[config.mk]
export PLATFORM = sky130hd
export DESIGN_NAME = load_store_unit
export DESIGN_NICKNAME = d
export VERILOG_FILES = /design/src/rtl/lsu_pkg.sv /design/src/rtl/lsu_lane_align.sv /design/src/rtl/load_store_unit.sv
export SDC_FILE = /design/constraint.sdc
export NUM_CORES = 1
export LEC_CHECK = 0
export ABC_AREA = 1
export CELL_PAD_IN_SITES_DETAIL_PLACEMENT = 0
export CELL_PAD_IN_SITES_GLOBAL_PLACEMENT = 2
export CORE_UTILIZATION = 22
export CTS_CLUSTER_SIZE = 12
export DETAILED_ROUTE_END_ITERATION = 7
export MAX_ROUTING_LAYER = met4
export PLACE_DENSITY = 0.81
export SETUP_SLACK_MARGIN = 0.3
export SLEW_MARGIN = 20
export SYNTH_ARGS = -nofsm -noshare
export SYNTH_HDL_FRONTEND = slang
export SYNTH_SLANG_ARGS = --single-unit
export TNS_END_PERCENT = 30
[constraint.sdc]
create_clock -name Clk -period 2.25 [get_ports Clk]
set_input_delay 0.45 -clock Clk [delete_from_list [all_inputs] [get_ports Clk]]
set_output_delay 0.45 -clock Clk [all_outputs]
set_load 0.01 [all_outputs]
[src/rtl/lsu_pkg.sv]
// -----------------------------------------------------------------------------
// lsu_pkg
// Shared definitions for the load/store unit:
//   - ReqSize encodings (byte / half / word / illegal)
//   - FSM state enum for the sub-word read-modify-write sequence
//   - is_misaligned(): alignment / legality rule for a request
// -----------------------------------------------------------------------------
package lsu_pkg;

    localparam logic [1:0] SIZE_BYTE    = 2'b00;
    localparam logic [1:0] SIZE_HALF    = 2'b01;
    localparam logic [1:0] SIZE_WORD    = 2'b10;
    localparam logic [1:0] SIZE_ILLEGAL = 2'b11;

    typedef enum logic {
        ST_IDLE      = 1'b0,  // accepting requests
        ST_RMW_WRITE = 1'b1   // writing the merged word of a sub-word store
    } lsu_state_e;

    // A half must sit on an even byte address and a word on a multiple of
    // four; the reserved size code is always rejected.
    function automatic logic is_misaligned(input logic [1:0] size,
                                           input logic [1:0] offset);
        logic bad;
        bad = 1'b0;
        case (size)
            SIZE_BYTE: bad = 1'b0;
            SIZE_HALF: bad = offset[0];
            SIZE_WORD: bad = (offset != 2'b00);
            default:   bad = 1'b1;
        endcase
        return bad;
    endfunction

endpackage

[src/rtl/lsu_lane_align.sv]
// -----------------------------------------------------------------------------
// lsu_lane_align
// Purely combinational byte-lane steering for the load/store unit.
// Little-endian: byte offset 0 is bits [7:0], a half at offset 2 is [31:16].
//
// Ports:
//   offset    in  2   byte offset within the word (address bits [1:0])
//   size      in  2   access size (lsu_pkg SIZE_* encodings)
//   ld_signed in  1   sign-extend the extracted load value
//   ld_word   in  32  word read from memory (load path)
//   ld_data   out 32  extracted and extended load value
//   st_old    in  32  word currently in memory (store path)
//   st_new    in  32  right-aligned store data
//   st_merged out 32  st_old with the addressed lane(s) replaced by st_new
// -----------------------------------------------------------------------------
module lsu_lane_align
    import lsu_pkg::*;
(
    input  logic [1:0]  offset,
    input  logic [1:0]  size,
    input  logic        ld_signed,
    input  logic [31:0] ld_word,
    output logic [31:0] ld_data,
    input  logic [31:0] st_old,
    input  logic [31:0] st_new,
    output logic [31:0] st_merged
);

    // ---------------------------------------------------------------
    // Load extract and extend
    // ---------------------------------------------------------------
    logic [31:0] shifted;
    logic [7:0]  byte_sel;
    logic [15:0] half_sel;

    always_comb begin
        shifted  = ld_word >> {offset, 3'b000};
        byte_sel = shifted[7:0];
        half_sel = offset[1] ? ld_word[31:16] : ld_word[15:0];
        ld_data  = ld_word;
        case (size)
            SIZE_BYTE: ld_data = {{24{ld_signed & byte_sel[7]}}, byte_sel};
            SIZE_HALF: ld_data = {{16{ld_signed & half_sel[15]}}, half_sel};
            default:   ld_data = ld_word;
        endcase
    end

    // ---------------------------------------------------------------
    // Store merge: each lane independently picks old or new data.
    // A byte store replicates st_new[7:0] onto the hit lane; a half
    // store feeds st_new[15:0] onto the lane pair chosen by offset[1].
    // ---------------------------------------------------------------
    genvar gi;
    generate
        for (gi = 0; gi < 4; gi++) begin : g_lane
            localparam logic [1:0] LANE = 2'(gi);
            logic       lane_hit;
            logic [7:0] new_lane;

            assign lane_hit = (size == SIZE_WORD)
                            || ((size == SIZE_HALF) && (offset[1] == LANE[1]))
                            || ((size == SIZE_BYTE) && (offset == LANE));

            assign new_lane = (size == SIZE_BYTE) ? st_new[7:0]
                            : (size == SIZE_HALF) ? st_new[(gi % 2) * 8 +: 8]
                            :                       st_new[gi * 8 +: 8];

            assign st_merged[gi * 8 +: 8] = lane_hit ? new_lane : st_old[gi * 8 +: 8];
        end
    endgenerate

endmodule

[src/rtl/load_store_unit.sv]
// -----------------------------------------------------------------------------
// load_store_unit
// Sits between the EX/MEM pipeline register and a word-only data memory.
// Adds byte/half loads and stores (sign or zero extension on loads) and
// alignment checking. Loads use the memory's combinational read and return
// one cycle later. Sub-word stores are a two-cycle read-modify-write; the
// pipeline is stalled during the read cycle.
//
// Ports:
//   Clk, Reset                 clock, synchronous active-high reset
//   ReqValid/ReqWrite/ReqSize/
//   ReqSigned/ReqAddr/ReqWData request from the pipeline
//   Stall                      combinational; pipeline holds Req* inputs
//   LoadData, LoadValid        registered load result and its pulse
//   AlignErr                   registered pulse for misaligned/illegal ops
//   MemAddress/MemWriteData/
//   MemWrite/MemRead           data memory request (word aligned)
//   MemReadData                data memory combinational read data
// -----------------------------------------------------------------------------
module load_store_unit
    import lsu_pkg::*;
#(
    parameter int ADDR_W = 32,
    parameter int DATA_W = 32
) (
    input  logic              Clk,
    input  logic              Reset,
    input  logic              ReqValid,
    input  logic              ReqWrite,
    input  logic [1:0]        ReqSize,
    input  logic              ReqSigned,
    input  logic [ADDR_W-1:0] ReqAddr,
    input  logic [DATA_W-1:0] ReqWData,
    output logic              Stall,
    output logic [DATA_W-1:0] LoadData,
    output logic              LoadValid,
    output logic              AlignErr,
    output logic [ADDR_W-1:0] MemAddress,
    output logic [DATA_W-1:0] MemWriteData,
    output logic              MemWrite,
    output logic              MemRead,
    input  logic [DATA_W-1:0] MemReadData
);

    // ---------------------------------------------------------------
    // State
    // ---------------------------------------------------------------
    lsu_state_e        state_q,      state_d;
    logic [DATA_W-1:0] merge_q,      merge_d;      // merged word for RMW write
    logic [ADDR_W-1:0] rmw_addr_q,   rmw_addr_d;   // aligned address for RMW write
    logic [DATA_W-1:0] load_data_q,  load_data_d;
    logic              load_valid_q, load_valid_d;
    logic              align_err_q,  align_err_d;

    // ---------------------------------------------------------------
    // Request decode
    // ---------------------------------------------------------------
    logic [ADDR_W-1:0] aligned_addr;
    logic [1:0]        offset;
    logic              misaligned;
    logic [DATA_W-1:0] extracted;
    logic [DATA_W-1:0] merged;

    assign aligned_addr = {ReqAddr[ADDR_W-1:2], 2'b00};
    assign offset       = ReqAddr[1:0];
    assign misaligned   = is_misaligned(ReqSize, offset);

    lsu_lane_align u_lane_align (
        .offset    (offset),
        .size      (ReqSize),
        .ld_signed (ReqSigned),
        .ld_word   (MemReadData),
        .ld_data   (extracted),
        .st_old    (MemReadData),
        .st_new    (ReqWData),
        .st_merged (merged)
    );

    // ---------------------------------------------------------------
    // Next-state and memory-side outputs
    // ---------------------------------------------------------------
    always_comb begin
        state_d      = state_q;
        merge_d      = merge_q;
        rmw_addr_d   = rmw_addr_q;
        load_data_d  = load_data_q;   // LoadData holds its last result
        load_valid_d = 1'b0;
        align_err_d  = 1'b0;

        Stall        = 1'b0;
        MemRead      = 1'b0;
        MemWrite     = 1'b0;
        MemAddress   = '0;
        MemWriteData = '0;

        case (state_q)
            ST_IDLE: begin
                if (ReqValid) begin
                    if (misaligned) begin
                        align_err_d = 1'b1;
                    end else if (!ReqWrite) begin
                        MemRead      = 1'b1;
                        MemAddress   = aligned_addr;
                        load_data_d  = extracted;
                        load_valid_d = 1'b1;
                    end else if (ReqSize == SIZE_WORD) begin
                        MemWrite     = 1'b1;
                        MemAddress   = aligned_addr;
                        MemWriteData = ReqWData;
                    end else begin
                        // Sub-word store: read the old word now, write the
                        // merged word next cycle.
                        MemRead    = 1'b1;
                        MemAddress = aligned_addr;
                        Stall      = 1'b1;
                        merge_d    = merged;
                        rmw_addr_d = aligned_addr;
                        state_d    = ST_RMW_WRITE;
                    end
                end
            end

            ST_RMW_WRITE: begin
                // Req* inputs are ignored here; the stalled store was
                // already captured.
                MemWrite     = 1'b1;
                MemAddress   = rmw_addr_q;
                MemWriteData = merge_q;
                state_d      = ST_IDLE;
            end

            default: begin
                state_d = ST_IDLE;
            end
        endcase

        // Reset blocks any memory access in the same cycle, so a reset
        // landing in RMW_WRITE leaves memory untouched.
        if (Reset) begin
            Stall        = 1'b0;
            MemRead      = 1'b0;
            MemWrite     = 1'b0;
            MemAddress   = '0;
            MemWriteData = '0;
        end
    end

    // ---------------------------------------------------------------
    // Registers
    // ---------------------------------------------------------------
    always_ff @(posedge Clk) begin
        if (Reset) begin
            state_q      <= ST_IDLE;
            merge_q      <= '0;
            rmw_addr_q   <= '0;
            load_data_q  <= '0;
            load_valid_q <= 1'b0;
            align_err_q  <= 1'b0;
        end else begin
            state_q      <= state_d;
            merge_q      <= merge_d;
            rmw_addr_q   <= rmw_addr_d;
            load_data_q  <= load_data_d;
            load_valid_q <= load_valid_d;
            align_err_q  <= align_err_d;
        end
    end

    assign LoadData  = load_data_q;
    assign LoadValid = load_valid_q;
    assign AlignErr  = align_err_q;

endmodule

## Word-level counts from Yosys, hierarchy flattened

Index checks and enable logic that the tools add are counted.

| storage, ports and cells | value |
|---|---|
| register bits | 97 |
| bits in latches | 0 |
| memory bits (writable) | 0 |
| memory bits (read-only) | 0 |
| input port bits | 103 |
| output and inout port bits | 101 |
| word-level logic and storage cells | 81 |
| memories kept | 0 |

| operators by class | value |
|---|---|
| add/subtract/negate cells | 0 |
| multipliers | 0 |
| divide/modulo/power cells | 0 |
| order comparisons | 0 |
| eq/ne operators | 5 |
| shift operators | 1 |
| mux-type cells | 42 |
| bitwise gates (word level) | 8 |
| reductions and logical operators | 19 |

Operators with widths:

| cell | number |
|---|---|
| $mux W32 | 8 |
| $pmux W32 S2 | 3 |
| $mux W8 | 9 |
| $shr A32 B5 Y8 | 1 |
| $mux W1 | 18 |
| $mux W16 | 1 |
| $eq A2 B2 Y1 const B | 3 |
| $logic_and A1 B1 Y1 | 6 |
| $logic_or A1 B1 Y1 | 6 |
| $not A1 Y1 | 6 |
| $reduce_and A5 Y1 | 1 |
| $eq A2 B1 Y1 const B | 2 |
| $logic_not A2 Y1 | 2 |
| $pmux W1 S2 | 2 |
| $reduce_and A4 Y1 | 1 |
| $reduce_or A4 Y1 | 1 |
| $pmux W1 S3 | 1 |
| $reduce_or A3 Y1 | 1 |
| $and A1 B1 Y1 | 2 |
| $reduce_bool A2 Y1 | 1 |

## Depth between registers and ports, before layout

Gate-level depths: netlist of the first run.

| depth | value |
|---|---|
| word-level depth | 7 |
| depth in mapped cells | 10 |
| mapped depth without buffers | 9 |

## Hierarchy

A second synthesis of the first run with hierarchy kept.

| unflattened totals | value |
|---|---|
| cell total of the unflattened synthesis | 1123 |
| area, all modules | 7175.6 µm² |

Modules (own cells, without submodules):

| module | instances | cells each | area an instance (µm²) | sequential area each (µm²) |
|---|---|---|---|---|
| load_store_unit | 1 | 732 | 5190.0 | 1941.9 |
| lsu_lane_align | 1 | 391 | 1985.7 | 0.0 |

## Worst setup path after synthesis of the first run

No wires, ideal clock.

| timing | value |
|---|---|
| kind | in2out |
| start point | input port ReqAddr[1] |
| end point | output port MemWriteData[15] |
| arrival time | 1.659 ns |
| data required time | 1.800 ns |
| setup slack | 0.141 ns |
| stages | 7 |
| path buffers | 2 |
| cell sequence | buf_2 o21ai_0 nand2_1 nor2_2 buf_2 nand3_1 a21oi_1 |

| between the ends | value |
|---|---|
| word-level cells in the longest chain between the ends | 6 |

RTL lines:

| element | line | RTL |
|---|---|---|
| start, declared | load_store_unit.sv:32 | `input logic [ADDR_W-1:0] ReqAddr,` |
| $reduce_bool A2 Y1 | lsu_pkg.sv:29 | `SIZE_WORD: bad = (offset != 2'b00);` |
| $pmux W1 S3 | lsu_pkg.sv:26 | `case (size)` |
| $mux W32 | load_store_unit.sv:99 | `if (misaligned) begin` |
| $mux W32 | load_store_unit.sv:98 | `if (ReqValid) begin` |
| $pmux W32 S2 | load_store_unit.sv:96 | `case (state_q)` |
| $mux W32 | load_store_unit.sv:139 | `if (Reset) begin` |
| end, declared | load_store_unit.sv:39 | `output logic [DATA_W-1:0] MemWriteData,` |

Every way passes these cells.

## Worst setup path after layout of the first run

| timing | value |
|---|---|
| start point | input port ReqAddr[1] |
| end point | output port MemWriteData[9] |

Same word-level chain as after synthesis.

==> metrics.md, run 1 <==
| Metric | Value |
|---|---|
| Placed Area | `8750 um^2` |
| Area Overhead vs Synth | `63.1%` |
| Synth Instances | `966` |
| Cell internal pwr | `3.09 mW` |
| Initial antenna violation count | `1` |
| First-pass iteration count of the detailed router | `5` |
| RSZ-0062 raised after global routing | `yes` |
| Remaining Overflow, GRT | `0` |
| Max-slew violation count | `0` |
| Outcome | `complete, no violations` |
| Cts bufs inserted | `9` |
| Worst hold slack | `511 ps` |
| IO Pins | `204` |
| Synth top area share | `34.3%` |
| Final wirelength | `25.6 mm` |
| Worst R2R Path Depth | `9` |
| Reg-to-Reg End | `merge_q[19]` |
| Setup crit start kind | `primary input` |
| Critical Path End | `MemWriteData[9]` |
| Core box area | `25200 um^2` |
| P_leak | `4.11 nW` |
| Initial core utilization | `22.5%` |
| Largest net degree at the start of global routing | `38` |
| Setup CP Type | `primary input to output pin` |
| R2r setup slk | `400 ps` |
| Fmax achieved | `0.466 GHz` |
| Setup crit end kind | `output pin` |
| Setup-failing EPs final | `0` |
| Buffers on Ports | `201` |
| CP Data Required Time | `1800 ps` |
| Die area | `26400 um^2` |
| Final Skew | `7.31 ps` |
| Power per cell area | `487 nW/um^2` |
| Setup TNS | `0 ps` |
| Layout cells sized above 1 | `22.7%` |
| Part of the power in combinational logic | `24.3%` |
| Via density | `4.52` |
| Max FO, Critical Path | `7` |
| Clk pwr share | `34.9%` |
| Seq cells post-synth | `97` |
| Initial DRC Count | `437` |
| Area leader, netlist | `dfxtp_1` |
| CP arrival | `1700 ps` |
| Die Ht | `162 um` |
| Hold buffers post-CTS | `0` |
| Commonest cells after routing, fill and taps aside | `nand2_1 (236), nor2_1 (208), clkdlybuf4s50_1 (129), o21ai_0 (128), buf_4 (102)` |
| Tot Pwr | `4.50 mW` |
| Tcrit/Tclk final | `95.3%` |
| Aggregate global-route resource usage | `19.9%` |
| RR Startpoint | `state_q` |
| # fillers | `2771` |
| Worst Setup Slack, final | `105 ps` |
| Total of max-cap violations | `0` |
| Vias in the first global route | `6827` |
| Fin crit period | `2150 ps` |
| Final nets | `1340` |
| Routed WL per cell | `16.3 um` |
| Vias | `7107` |
| Worst VDD drop | `0.290 mV` |
| Synth warnings | `0` |
| CTS Sinks | `97` |
| First-pass GRT wire length | `39.1 mm` |
| Most common cell after layout, fill and taps aside | `nand2_1` |
| CTS H-tree lvls | `3` |
| Root Buffer | `clkbuf_16` |
| Final RePlAce weighted congestion | `0.831` |
| CTS tree | `built` |
| Post-Syn Area per Cell | `5.86 um^2` |
| # rows | `58` |
| Deepest clock path buffer count | `2` |
| Worst min path class | `register to register` |
| Sw Pwr | `1.41 mW` |
| Reg power frac | `40.8%` |
| Post-DRT Antenna Nets | `0` |
| Setup WS pre-CTS | `-869 ps` |
| Storage element area | `1940 um^2` |
| Most area-consuming cells after synthesis | `dfxtp_1 (34%), nand2_1 (16%), nor2_1 (14%)` |
| Synth cell types | `22` |
| Drt drc | `0` |
| Switching Share | `31.2%` |
| Hold Vio Cnt, Final | `0` |
| Clock transition at path regs | `70 ps` |
| Die width | `162 um` |
| Synthesized area | `5660 um^2` |
| Sequential share of the synthesized area | `34.3%` |
| DPL Wire Length | `18.8 mm` |
| Footprint of the multi-input gates | `3550 um^2` |
| Clock Latency Late Sink | `360 ps` |
| Crit path launch | `ReqAddr[1]` |
| Fin area | `9240 um^2` |
==> per-layer routing <==
| layer | routed length (um) | track usage (%) |
|---|---|---|
| met1 | 12600 | 27.8 |
| met3 | 1350 | 3.28 |
| met5 | 0 | - |
| met4 | 216 | 3.64 |
| met2 | 11400 | 30.2 |
==> cells in the mapped netlist <==
master and n:
clkbuf_2 4, nor2_2 3, nor2_4 3, inv_1 55, o21ai_0 131, nand3_2 1, a21oi_1 86, buf_4 6
dfxtp_1 97, nand4_1 1, buf_1 2, nand3_1 57, inv_2 1, conb_1 1, nand2_1 238, and3_1 1
o21ai_1 5, nor3_1 8, clkbuf_1 33, nand2_2 2, buf_2 20, nor2_1 211
==> timing repair <==
| action | 4_1_cts | 5_1_grt |
|---|---|---|
| setup buffers | 13 | 1 |
| resized for setup | 320 | 30 |
| setup endpoints to repair | 147 | 99 |
| pin swaps | 14 | 7 |
| cloned | 5 | 0 |
==> cell families after synthesis <==
kind of cell           count (synthesis)  share of synthesized area (%)
AND/OR/NAND/NOR                      525                           37.1
AO/OA/AOI/OAI                        222                           19.6
buffers and inverters                121                           8.95
flip-flops                            97                           34.3
other                                  1                         0.0662
==> worst min path at each step <==
stage	to	start	slack, ps	cells past startpoint
floorplan	merge_q[0]	merge_q[0]	470	2
global placement	merge_q[5]	merge_q[5]	490	2
detailed placement	merge_q[5]	merge_q[5]	490	2
CTS	merge_q[5]	merge_q[5]	520	2
global route	rmw_addr_q[30]	rmw_addr_q[30]	540	2
finish	merge_q[5]	merge_q[5]	510	2
==> power groups by stage <==
stage	Clock [mW]	Combinational (mW)	Sequential [mW]
floorplan	0	0.408	1.88
global placement	0	1.03	1.87
detailed placement	0	1.02	1.87
CTS	1.60	1.09	1.84
global route	1.68	1.19	1.85
finish	1.57	1.09	1.84
==> state kept, by name, indices dropped and copies added, names as in the netlist <==
| signal | cells |
|---|---|
| LoadValid | 1 |
| merge_q | 32 |
| rmw_addr_q | 30 |
| LoadData | 32 |
| state_q | 1 |
| AlignErr | 1 |
==> per-stage QoR <==
step	utilization, %	std cells
6_report	36.7	1573
5_1_grt	36.7	1573
4_1_cts	36.3	1571
3_5_place_dp	34.8	1537
3_3_place_gp	34.8	1537
2_1_floorplan	-	967
==> final cells by class <==
class / count / area share [%]
antenna: 1 / 0.0271
clock inverter: 7 / 0.664
inverter: 56 / 2.34
multi-input combinational: 749 / 38.4
tap: 330 / 4.47
timing repair buffer: 324 / 30.6
sequential: 97 / 21.0
clock buffer: 9 / 2.44
==> critical path, cell delays in order <==
cell and delay, ps:
buf_2 140, o21ai_4 150, buf_6 120, nand2_4 50, nor2_4 90, buf_6 130
buf_6 100, buf_12 120, nand3_1 80, a21oi_2 120, buf_2 140
(Power assumes the default switching activity.)
==> run 2, diff against run 1 <==
Settings changed: CORE_UTILIZATION 22 to 25, PLACE_DENSITY 0.81 to 0.82, SYNTH_HIERARCHICAL set to 1.
==> run 2 against run 1 <==
Compared with the run above: global-route usage is 0.34 points higher; fmax is 4.7% higher; combinational power is 44% higher; synthesized cell count is 16% higher; critical path type is now register to output pin; clock power hardly changed; highest routed layer unchanged; wire length is 13% higher; count of clock-buffer cells in the layout stayed put.
==> metrics.md, run 2 <==
| Metric | Value |
|---|---|
| Fin crit period | `2050 ps (-95.7 ps)` |
| Fmax achieved | `0.488 GHz (+4.7%)` |
| Max-slew violation count | `0 (unchanged)` |
| Worst min path class | `register to register` |
| Number of synthesized flops with an enable pin | `0 (unchanged)` |
| Post-Synth Adder-Cell Area | `0% (unchanged)` |
| Max FO, Critical Path | `5 (-2)` |
| DPL Wire Length | `19.7 mm (+5.0%)` |
| Final nets | `1445 (+7.8%)` |
| Ys flop type | `dfxtp_1` |
| Sequential share of the synthesized area | `27.1% (-7.2 points)` |
| Max-Slew Margin vs Limit | `46.6%` |
| Worst Path Buf+Inv | `5 (-1)` |
| Aggregate global-route resource usage | `20.2% (+0.34 points)` |
| Tot Pwr | `5.02 mW (+12%)` |
| Layout Cells excl Fill | `1727 (+9.8%)` |
| Power per cell area | `472 nW/um^2 (-3.0%)` |
| Post-DRT Antenna Nets | `0 (unchanged)` |
| Synth Area in Compound Gates | `13.3% (-6.3 points)` |
| Layout cells sized above 1 | `21.6% (-1.1 points)` |
| Remaining Overflow, GRT | `0 (unchanged)` |
| # rows | `61 (+5.2%)` |
| Area leader, netlist | `dfxtp_1` |
| Placed Area | `9670 um^2 (+10%)` |
| Synth Instances | `1123 (+16%)` |
| Hold buffers post-CTS | `0 (unchanged)` |
| Setup CP Type | `register to output pin` |
| Main combinational cell family by area after synthesis | `simple AND/OR/NAND/NOR gates` |
| Footprint of the multi-input gates | `4710 um^2 (+33%)` |
| Commonest cells after routing, fill and taps aside | `nand2_1 (338), clkdlybuf4s50_1 (129), nor2_1 (120), a21oi_1 (108), dfxtp_1 (96)` |
| CTS Sinks | `97 (unchanged)` |
| Most used cell, CP | `buf_4` |
| Synth top cells by count | `nand2_1 (346), nor2_1 (133), a21oi_1 (125)` |
| Setup crit start kind | `register` |
| Fin area | `10600 um^2 (+15%)` |
| Ys async rst share | `0% (unchanged)` |
| Cts bufs inserted | `9 (unchanged)` |
| Setup-failing EPs final | `0 (unchanged)` |
| Routed WL per cell | `16.8 um (+3.2%)` |
| Storage element area | `1950 um^2 (+0.13%)` |
| Worst path slowest cell | `dfxtp_4` |
| Core box area | `28000 um^2 (+11%)` |
| RSZ-0062 raised after global routing | `yes` |
| Synth Area in Simple Gates | `43.8% (+6.7 points)` |
| Largest net degree at the start of global routing | `82 (+120%)` |
| Xor/xnor cell area share of the yosys netlist | `0% (unchanged)` |
| Area Overhead vs Synth | `48.0%` |
| P_leak | `4.68 nW (+14%)` |
| Drt drc | `0 (unchanged)` |
| Synth cell types | `28 (+27%)` |
| Vias in the first global route | `7760 (+14%)` |
| Vias | `8165 (+15%)` |
| Critical Path Max Stage Delay | `390 ps (+240 ps)` |
| Initial core utilization | `25.6% (+3.1 points)` |
| Final wirelength | `29.0 mm (+13%)` |
| Crit-path leading delay family | `buffers and inverters` |
| Worst-Margin Slew | `801 ps` |
| Top-count cell post-synth | `nand2_1` |
| IO Pins | `204 (unchanged)` |
| Most common cell after layout, fill and taps aside | `nand2_1` |
| Via density | `4.73 (+4.6%)` |
| Outcome | `complete, no violations` |
| CTS tree | `built` |
| Final Skew | `7.82 ps (+0.511 ps)` |
| Mux cell area share after synthesis | `4.46% (+4.5 points)` |
| Tcrit/Tclk final | `91.1% (-4.3 points)` |
| Setup crit end kind | `output pin` |
| Synth warnings | `6 (+6)` |
| Hold Vio Cnt, Final | `0 (unchanged)` |
| Clock Latency Late Sink | `360 ps (about the same)` |
| First-pass GRT wire length | `44.2 mm (+13%)` |
| Die area | `29400 um^2 (+11%)` |
| Fin util | `37.9% (+1.2 points)` |
| Initial antenna violation count | `2 (+1)` |
| CP Cell Sequence | `inv_4 -> nand2_4 -> inv_8 -> buf_4 -> buf_16 -> nand3_1 -> a21oi_2 -> buf_4` |
| CTS H-tree lvls | `3 (unchanged)` |
| First-pass iteration count of the detailed router | `5 (unchanged)` |
| Buffers on Ports | `201 (unchanged)` |
| Initial DRC Count | `639 (+46%)` |
| Post-Syn Area per Cell | `6.39 um^2 (+9.0%)` |
| Clock transition at path regs | `80 ps (about the same)` |
| Deepest clock path buffer count | `2 (unchanged)` |
| DP Cell Count | `1673 (+8.8%)` |
| Final RePlAce weighted congestion | `0.838 (+0.77%)` |
| Worst VDD drop | `0.359 mV (+24%)` |
| CP Data Required Time | `1800 ps (about the same)` |
| Seq cells post-synth | `97 (unchanged)` |
| Synth top area share | `27.1% (-7.2 points)` |
| Synthesized area | `7180 um^2 (+27%)` |
| Root Buffer | `clkbuf_16` |
| Die Ht | `171 um (+5.5%)` |
| Die width | `171 um (+5.5%)` |
| # fillers | `3079 (+11%)` |
| Worst hold slack | `484 ps (-27.2 ps)` |
| CP arrival | `1600 ps (-100 ps)` |
| Total of max-cap violations | `0 (unchanged)` |
| Most area-consuming cells after synthesis | `dfxtp_1 (27%), nand2_1 (18%), nand3b_1 (9.8%)` |
[run 2: changes by cell type in the layout (fill, tap and decap cells not counted), moves of 22 or more]
cell,delta
o21ai_0,-103
nand2_1,+102
nand3b_1,+94
nor2_1,-88
a21oi_1,+52
buf_4,-32
mux2i_1,+22
[run 2: per-stage QoR]
| stage | setup TNS (ps) | setup slack [ps] |
|---|---|---|
| final | 0 | 201 |
| after detailed placement | -51940 | -623 |
| after floorplan | 0 | 431 |
| after CTS | 0 | 76.6 |
| after global routing | 0 | 109 |
| after global placement | -47370 | -613 |
[run 2: cells by family after synthesis]
logic type | Yosys count
and+or+nand+nor | 664
AOI/OAI and AO/OA | 179
buffers and inverters | 150
DFF | 97
muxes | 32
other | 1
[run 2: what timing repair did]
| action | 4_1_cts | 5_1_grt |
|---|---|---|
| pin swaps | 8 | 11 |
| hold endpoints to repair | 0 | 0 |
| setup buffers | 18 | 7 |
| endpoints found under the setup margin | 138 | 85 |
| gates resized for setup | 293 | 82 |
| cloned | 11 | 0 |
[run 2: final timing paths]
check                           cells after the start            end         start  slack [ps]
worst max-delay path                                8        MemRead       state_q         200
worst min-delay path                                2   LoadData[31]  LoadData[31]         480
worst max register to register                      8  rmw_addr_q[4]       state_q         540
worst min register to register                      2   LoadData[31]  LoadData[31]         480
[run 2: worst min-delay path, stage by stage, from the launching register on]
cell     delay, ps
dfxtp_1        330
a21oi_1         40
nor2_1          80
[run 2: final cells by class]
| class | count | share of cell area [%] |
|---|---|---|
| Sequential cell | 97 | 18.3 |
| Timing Repair Buffer | 305 | 28.0 |
| Clock buffer | 9 | 2.12 |
| Antenna cell | 2 | 0.0471 |
| Tap cell | 378 | 4.45 |
| Inverter | 52 | 2.00 |
| Multi-Input combinational cell | 877 | 44.4 |
| Clock inverter | 7 | 0.684 |
[run 2: layer usage]
layer / track usage (%) / wire length, um / vias to the layer above
met5: - / 0 / -
met4: 4.81 / 391 / 0
met3: 3.06 / 1700 / 19
met2: 31.9 / 13200 / 269
met1: 27.0 / 13700 / 3796
li1: - / - / 4081
[run 2: report_power, final]
group	internal, mW	switching (mW)	leakage, nW
sequential	1.80	0.0500	0.792
clock	0.785	0.808	0.143
combinational	0.741	0.830	3.74
total	3.33	1.69	4.68
==> run 3, diff against run 2 <==
Settings changed: HOLD_SLACK_MARGIN set to 0.06.
==> results of run 3 <==
The final DEF is identical to that of run 2; final timing and power are the same.
